`src/rtl/usr_op_sequencer.sv`:
```
// Command sequencer for a WIDTH-bit universal shift register: accepts LOAD, shift
// and rotate commands over valid/ready and drives the register's mode and data inputs.
module usr_op_sequencer #(
    parameter int WIDTH = 5,
    parameter int CNT_W = 3
) (
    input  logic             clk,
    input  logic             reset,
    input  logic             cmd_valid,
    output logic             cmd_ready,
    input  logic [2:0]       cmd_op,
    input  logic [CNT_W-1:0] cmd_amt,
    input  logic [WIDTH-1:0] cmd_data,
    input  logic             cmd_fill,
    input  logic [WIDTH-1:0] sr_q,
    output logic [1:0]       sr_mode,
    output logic [WIDTH-1:0] sr_parallel_in,
    output logic             sr_serial_left,
    output logic             sr_serial_right,
    output logic             busy,
    output logic             done,
    output logic             err
);

    typedef enum logic [1:0] {
        ST_IDLE  = 2'd0,
        ST_LOAD  = 2'd1,
        ST_SHIFT = 2'd2,
        ST_DONE  = 2'd3
    } state_t;

    localparam logic [2:0] OP_NOP  = 3'b000;
    localparam logic [2:0] OP_LOAD = 3'b001;
    localparam logic [2:0] OP_SHL  = 3'b010;
    localparam logic [2:0] OP_SHR  = 3'b011;
    localparam logic [2:0] OP_ROL  = 3'b100;
    localparam logic [2:0] OP_ROR  = 3'b101;

    localparam logic [1:0] MODE_HOLD = 2'b00;
    localparam logic [1:0] MODE_SHL  = 2'b01;
    localparam logic [1:0] MODE_SHR  = 2'b10;
    localparam logic [1:0] MODE_LOAD = 2'b11;

    state_t             state_q, state_d;
    logic [CNT_W-1:0]   cnt_q, cnt_d;
    logic [2:0]         op_q, op_d;
    logic [WIDTH-1:0]   data_q, data_d;
    logic               fill_q, fill_d;

    // Only the end bits of sr_q feed the rotate path; the rest is intentionally unused.
    logic sr_q_unused;
    assign sr_q_unused = ^sr_q;

    always_ff @(posedge clk or posedge reset) begin
        if (reset) begin
            state_q <= ST_IDLE;
            cnt_q   <= '0;
            op_q    <= '0;
            data_q  <= '0;
            fill_q  <= 1'b0;
        end else begin
            state_q <= state_d;
            cnt_q   <= cnt_d;
            op_q    <= op_d;
            data_q  <= data_d;
            fill_q  <= fill_d;
        end
    end

    always_comb begin
        state_d = state_q;
        cnt_d   = cnt_q;
        op_d    = op_q;
        data_d  = data_q;
        fill_d  = fill_q;
        case (state_q)
            ST_IDLE: begin
                if (cmd_valid) begin
                    op_d   = cmd_op;
                    data_d = cmd_data;
                    fill_d = cmd_fill;
                    cnt_d  = '0;
                    case (cmd_op)
                        OP_LOAD: state_d = ST_LOAD;
                        OP_SHL, OP_SHR, OP_ROL, OP_ROR: begin
                            if (cmd_amt != '0) begin
                                state_d = ST_SHIFT;
                                cnt_d   = cmd_amt;
                            end else begin
                                state_d = ST_DONE;
                            end
                        end
                        default: state_d = ST_DONE;
                    endcase
                end
            end
            ST_LOAD: state_d = ST_DONE;
            ST_SHIFT: begin
                // The counter holds the shifts still to perform, including this cycle's.
                cnt_d = cnt_q - 1'b1;
                if (cnt_q == CNT_W'(1)) begin
                    state_d = ST_DONE;
                end
            end
            ST_DONE: state_d = ST_IDLE;
            default: state_d = ST_IDLE;
        endcase
    end

    always_comb begin
        cmd_ready       = (state_q == ST_IDLE);
        busy            = (state_q != ST_IDLE);
        done            = (state_q == ST_DONE);
        err             = (state_q == ST_DONE) && (op_q[2:1] == 2'b11);
        sr_mode         = MODE_HOLD;
        sr_parallel_in  = '0;
        sr_serial_left  = 1'b0;
        sr_serial_right = 1'b0;
        case (state_q)
            ST_LOAD: begin
                sr_mode        = MODE_LOAD;
                sr_parallel_in = data_q;
            end
            ST_SHIFT: begin
                case (op_q)
                    OP_SHL: begin
                        sr_mode         = MODE_SHL;
                        sr_serial_right = fill_q;
                    end
                    OP_SHR: begin
                        sr_mode        = MODE_SHR;
                        sr_serial_left = fill_q;
                    end
                    OP_ROL: begin
                        sr_mode         = MODE_SHL;
                        sr_serial_right = sr_q[WIDTH-1];
                    end
                    OP_ROR: begin
                        sr_mode        = MODE_SHR;
                        sr_serial_left = sr_q[0];
                    end
                    default: sr_mode = MODE_HOLD;
                endcase
            end
            default: sr_mode = MODE_HOLD;
        endcase
    end

endmodule

```
`config.mk`:
```
export PLATFORM = sky130hd
export DESIGN_NAME = usr_op_sequencer
export DESIGN_NICKNAME = d
export VERILOG_FILES = /design/src/rtl/usr_op_sequencer.sv
export SDC_FILE = /design/constraint.sdc
export NUM_CORES = 1
export LEC_CHECK = 0
export BUFFER_PORTS_ARGS = -buffer_cell sky130_fd_sc_hd__buf_2
export CAP_MARGIN = 5
export CORE_UTILIZATION = 40
export CTS_BUF_LIST = sky130_fd_sc_hd__clkbuf_8
export CTS_CLUSTER_SIZE = 25
export DETAILED_ROUTE_END_ITERATION = 16
export PLACE_DENSITY_LB_ADDON = 0.3
export SLEW_MARGIN = 5
export SYNTH_ARGS = -nofsm -noshare
export SYNTH_HDL_FRONTEND = slang
export SYNTH_SLANG_ARGS = --single-unit
```
`constraint.sdc`:
```
create_clock -name clk -period 2.1 [get_ports clk]
set_clock_uncertainty 0.05 [all_clocks]
set_input_delay 0.63 -clock clk [delete_from_list [all_inputs] [get_ports clk]]
set_output_delay 0.63 -clock clk [all_outputs]
set_load 0.03 [all_outputs]
```
After elaboration in Yosys (flattened, before gate mapping):

Cells that the tools add are included.
W data, S select, Z words.

* word-level logic and storage cells: 49
* bits of input ports: 20
* flip-flop bits (word level): 14

* mux-type cells: 16
* add/subtract/negate cells: 1
* equal/unequal tests: 16
* reduce and logical (&&, ||, !) cells: 11

Operators with widths (count)
* $eq A3 B2 Y1 const B: 4
* $eq A3 B3 Y1 const B: 4
* $pmux W2 S2: 3
* $mux W3: 3
* $pmux W2 S4: 1
* $eq A2 B2 Y1 const B: 3
* $eq A3 B1 Y1 const B: 2
* $pmux W3 S2: 1
* $reduce_and A2 Y1: 3
* $mux W5: 1
* $mux W2: 2
* $ne A2 B2 Y1 const B: 2
* $pmux W1 S2: 2
* $reduce_bool A2 Y1: 2
* $reduce_or A2 Y1: 2
* $reduce_or A4 Y1: 1
* $mux W1: 3
* $reduce_bool A3 Y1: 1
* $sub A3 B1 Y3 const B: 1
* $eq A2 B1 Y1 const B: 1
* $logic_not A2 Y1: 1
* $logic_and A1 B1 Y1: 1

Longest topological paths before layout:

* word-level depth: 5
* depth in mapped cells: 5
* mapped depth without buffers: 5

Worst setup path after synthesis:

Ideal clock, no wire load.

* path type: register -> output
* from: register state_q[0]
* to: output port sr_serial_left
* path slack: -0.152 ns
* arrival time: 1.572 ns
* cell stages (with the launch flop): 5
* path buffers: 0
* cells stage by stage: dfrtp_1 inv_1 ha_1 inv_2 a211oi_1

* word-level cells in the longest chain between the ends: 2

Ends and longest elaborated chain
* start: declaration: line 44 `state_t state_q, state_d;`
* start signal: assignment: line 62 `state_q <= state_d;`
* $eq A2 B2 Y1: line 119 `case (state_q)`
* $mux W1: line 119
* end: declaration: line 18 `output logic sr_serial_left,`

Every way passes these cells.

Final worst setup path:

* from: register state_q[0]
* to: output port sr_mode[0]

* word-level cells in the longest chain between the ends: 2
* elaborated cells on any way between the ends: 3

Ends and longest elaborated chain
* $eq A2 B2 Y1 / $eq A2 B1 Y1 (equally long branches): line 119
* $pmux W2 S2 *: line 119
* end: declaration: line 16 `output logic [1:0] sr_mode,`

Every way passes the cells marked *; elsewhere a longest branch is shown, timed or not.

==> qor.txt <==
status - finished clean
GRT Residual Overflow - 0
pin count of the biggest net entering global routing - 15
Critical-path top delay cell - dfrtp_1
syn nets - 106
PortBufs - 29
Top Ports - 33
# placed instances - 136
Worst Setup Start Kind - flop
PD cells - 1680 nW/um^2
Clock power frac - 13.5%
Setup crit end kind - output pin
Final Max Slew Viols - 0
Via density - 5.03
remaining antenna violation count - 0
Unique masters post-synth - 25
DRC violations left - 0
placed inst area - 1050 um^2
chip width - 48.4 um
Slowest Stage Delay on Critical Path - 0.41 ns
Setup violations, final - 0
HPWL after detailed placement - 1340 um
Bufs on Longest Clock Path - 2
Post-Synthesis Cells - 79
Reg power frac - 26.2%
Psw - 865 uW
full die area - 2340 um^2
leakage - 0.000587 uW
FILL cells - 180
DRT iter0 DRCs - 4
Post-Syn Area - 861 um^2
fin crit share - 99.3%
mean post-synth cell area - 10.9 um^2
min Tclk post-route - 2.08 ns
Worst-path clk slew - 0.06 ns
Area growth, synth to finish - 38.5%
area of the multi-input gates - 526 um^2
Clock Latency Late Sink - 0.25 ns
Finished Layout Cells - 145
Design Area, Final - 1190 um^2
wirelength, routed - 2050 um
# diodes - 0
maximum fanout along the worst path - 7
Buf/Inv on CP - 2
fmax - 480 MHz
number of global-route vias before repair - 740
routed len/inst - 14.1 um
HP Class - primary input to asynchronous set/reset pin
MaxCap Viol Count - 0
Clock Tree Root - clkbuf_8
VDD IR max - 0.895 mV
CP required - 1.42 ns
family with the most delay on the worst path - flip-flops
Die Y - 48.4 um
sequential share of the synthesized area - 40.7%
CTS tree - done
share of layout cells above drive strength 1 - 52.5%
Pint - 1140 uW
CTS Sinks - 14
total power - 2000 uW
CORE AREA - 2000 um^2
initial core utilization - 43.0%
Setup CP Type - flop to output pin
H-Tree Depth - 1
Synth Register Bits - 14
routed via count - 730
gp weighted congestion - 0.773
synth warn - 0
commonest non-fill, non-tap cell in the layout - buf_2
Overall Global Routing Usage - 17.7%
Logic pwr share - 60.3%
commonest cells after routing, fill and taps aside - 26 x buf_2, 14 x dfrtp_1, 10 x mux2_2, 9 x buf_4, 6 x inv_1
Fin. Hold Viols - 0
Detailed Routing Iterations Pass 1 - 4
first-pass GRT wire length - 3150 um
CTS buffer count - 3
row count - 16
relative slew slack - 62.4%
worst endpoint data arrival time - 1.40 ns
Sequential Area - 350 um^2
Final nets - 146
initial antenna violation count - 0
Slew @ Worst Pin - 0.563 ns
switching share of total power - 43.2%
CP cell instances - buf_4 > ha_4 > a31oi_1 > nor2b_1 > buf_2
## power by group through the flow
| stage | logic [uW] | registers [uW] | clock network, uW |
|---|---|---|---|
| 4_1_cts | 1110 | 511 | 274 |
| 3_3_place_gp | 1010 | 509 | 0 |
| 6_report | 1210 | 524 | 271 |
| 2_1_floorplan | 810 | 488 | 0 |
| 5_1_grt | 1310 | 544 | 286 |
| 3_5_place_dp | 1030 | 516 | 0 |
## path summary, 6_finish.rpt
path	endpoint	from	cells after the start	slack, ns
min in group clk	data_q[3]	data_q[3]	1	0.45
worst min register to register	data_q[3]	data_q[3]	1	0.45
worst max register to register	state_q[1]	state_q[0]	5	0.46
worst min-delay path	cnt_q[0]	reset	2	0.37
max in group asynchronous	cnt_q[2]	reset	2	1.26
worst max-delay path	sr_mode[0]	state_q[0]	5	0.02
## worst reg2reg max path: cells and delay by family (launching register included)
family	cells	cell delay [ns]
compound gates	1	0.27
mux	1	0.37
buf+inv	2	0.17
flops	1	0.40
fa+ha+maj	1	0.26
## layout make-up
type,count,area share [%]
sequential,14,29.4
multi-input combinational,57,44.1
inverter,8,2.52
clock buffer,4,4.62
tap,27,2.83
timing repair buffer,35,16.6
## through the flow
step	hold slack, ns	TNS (ns)	utilization [%]	setup slack [ns]
finish	0.375	0	59.6	0.0152
global placement	0.431	0	52.3	0.106
floorplan	0.421	-0.304	-	-0.152
global route	0.423	-0.0551	59.6	-0.0406
detailed placement	0.438	0	52.3	0.0851
CTS	0.389	0	56.8	0.000313
## logic make-up (layout without fill, tap and decap cells)
logic type / Yosys count / after routing / synth area share (%)
and+or+nand+nor: 23 / 23 / 15.8
DFF: 14 / 14 / 40.7
AOI/OAI and AO/OA: 13 / 13 / 10.3
muxes: 12 / 12 / 16.6
buffers and inverters: 8 / 47 / 3.49
adders and majority gates: 7 / 7 / 10.2
xor gates and xnor gates: 2 / 2 / 2.91
## synth_stat cells
library cell | count | share of area [%]
dfrtp_1 | 14 | 41
nor2_1 | 4 | 1.7
o21ai_1 | 1 | 0.58
nor2b_1 | 6 | 4.4
a2bb2oi_1 | 1 | 1.0
nand2_2 | 1 | 0.73
a21oi_1 | 2 | 1.2
mux2_2 | 10 | 13
a31oi_1 | 5 | 3.6
inv_1 | 7 | 3.1
inv_2 | 1 | 0.44
a32o_1 | 1 | 1.2
nand2b_1 | 1 | 0.73
or3_1 | 1 | 0.73
xor2_1 | 1 | 1.0
a22o_1 | 1 | 1.0
mux2_4 | 2 | 3.5
and2_1 | 5 | 3.6
nand3b_1 | 1 | 0.87
nand2_1 | 2 | 0.87
ha_1 | 7 | 10
xor2_2 | 1 | 1.9
and3_1 | 1 | 0.73
a211oi_1 | 2 | 1.7
and4bb_2 | 1 | 1.5
## metal layers
metal	vias up	share of wire (%)	global-route usage, %
li1	351	-	-
met1	351	43	21.2
met2	24	51	31.2
met3	4	3.5	3.14
met4	0	2.0	7.35
met5	-	0	0
## registers in the layout, summed over array words and instances (netlist names)
register  cells
cnt_q         3
data_q        5
state_q       2
fill_q        1
op_q          3
## repair_timing
action                                  CTS  global route
hold buffers                              0             0
endpoints found under the setup margin    4             4
pin swaps                                 0             1
gates resized for setup                   6             7
setup buffers                             2             3
Power figures use the tool's default switching activity.
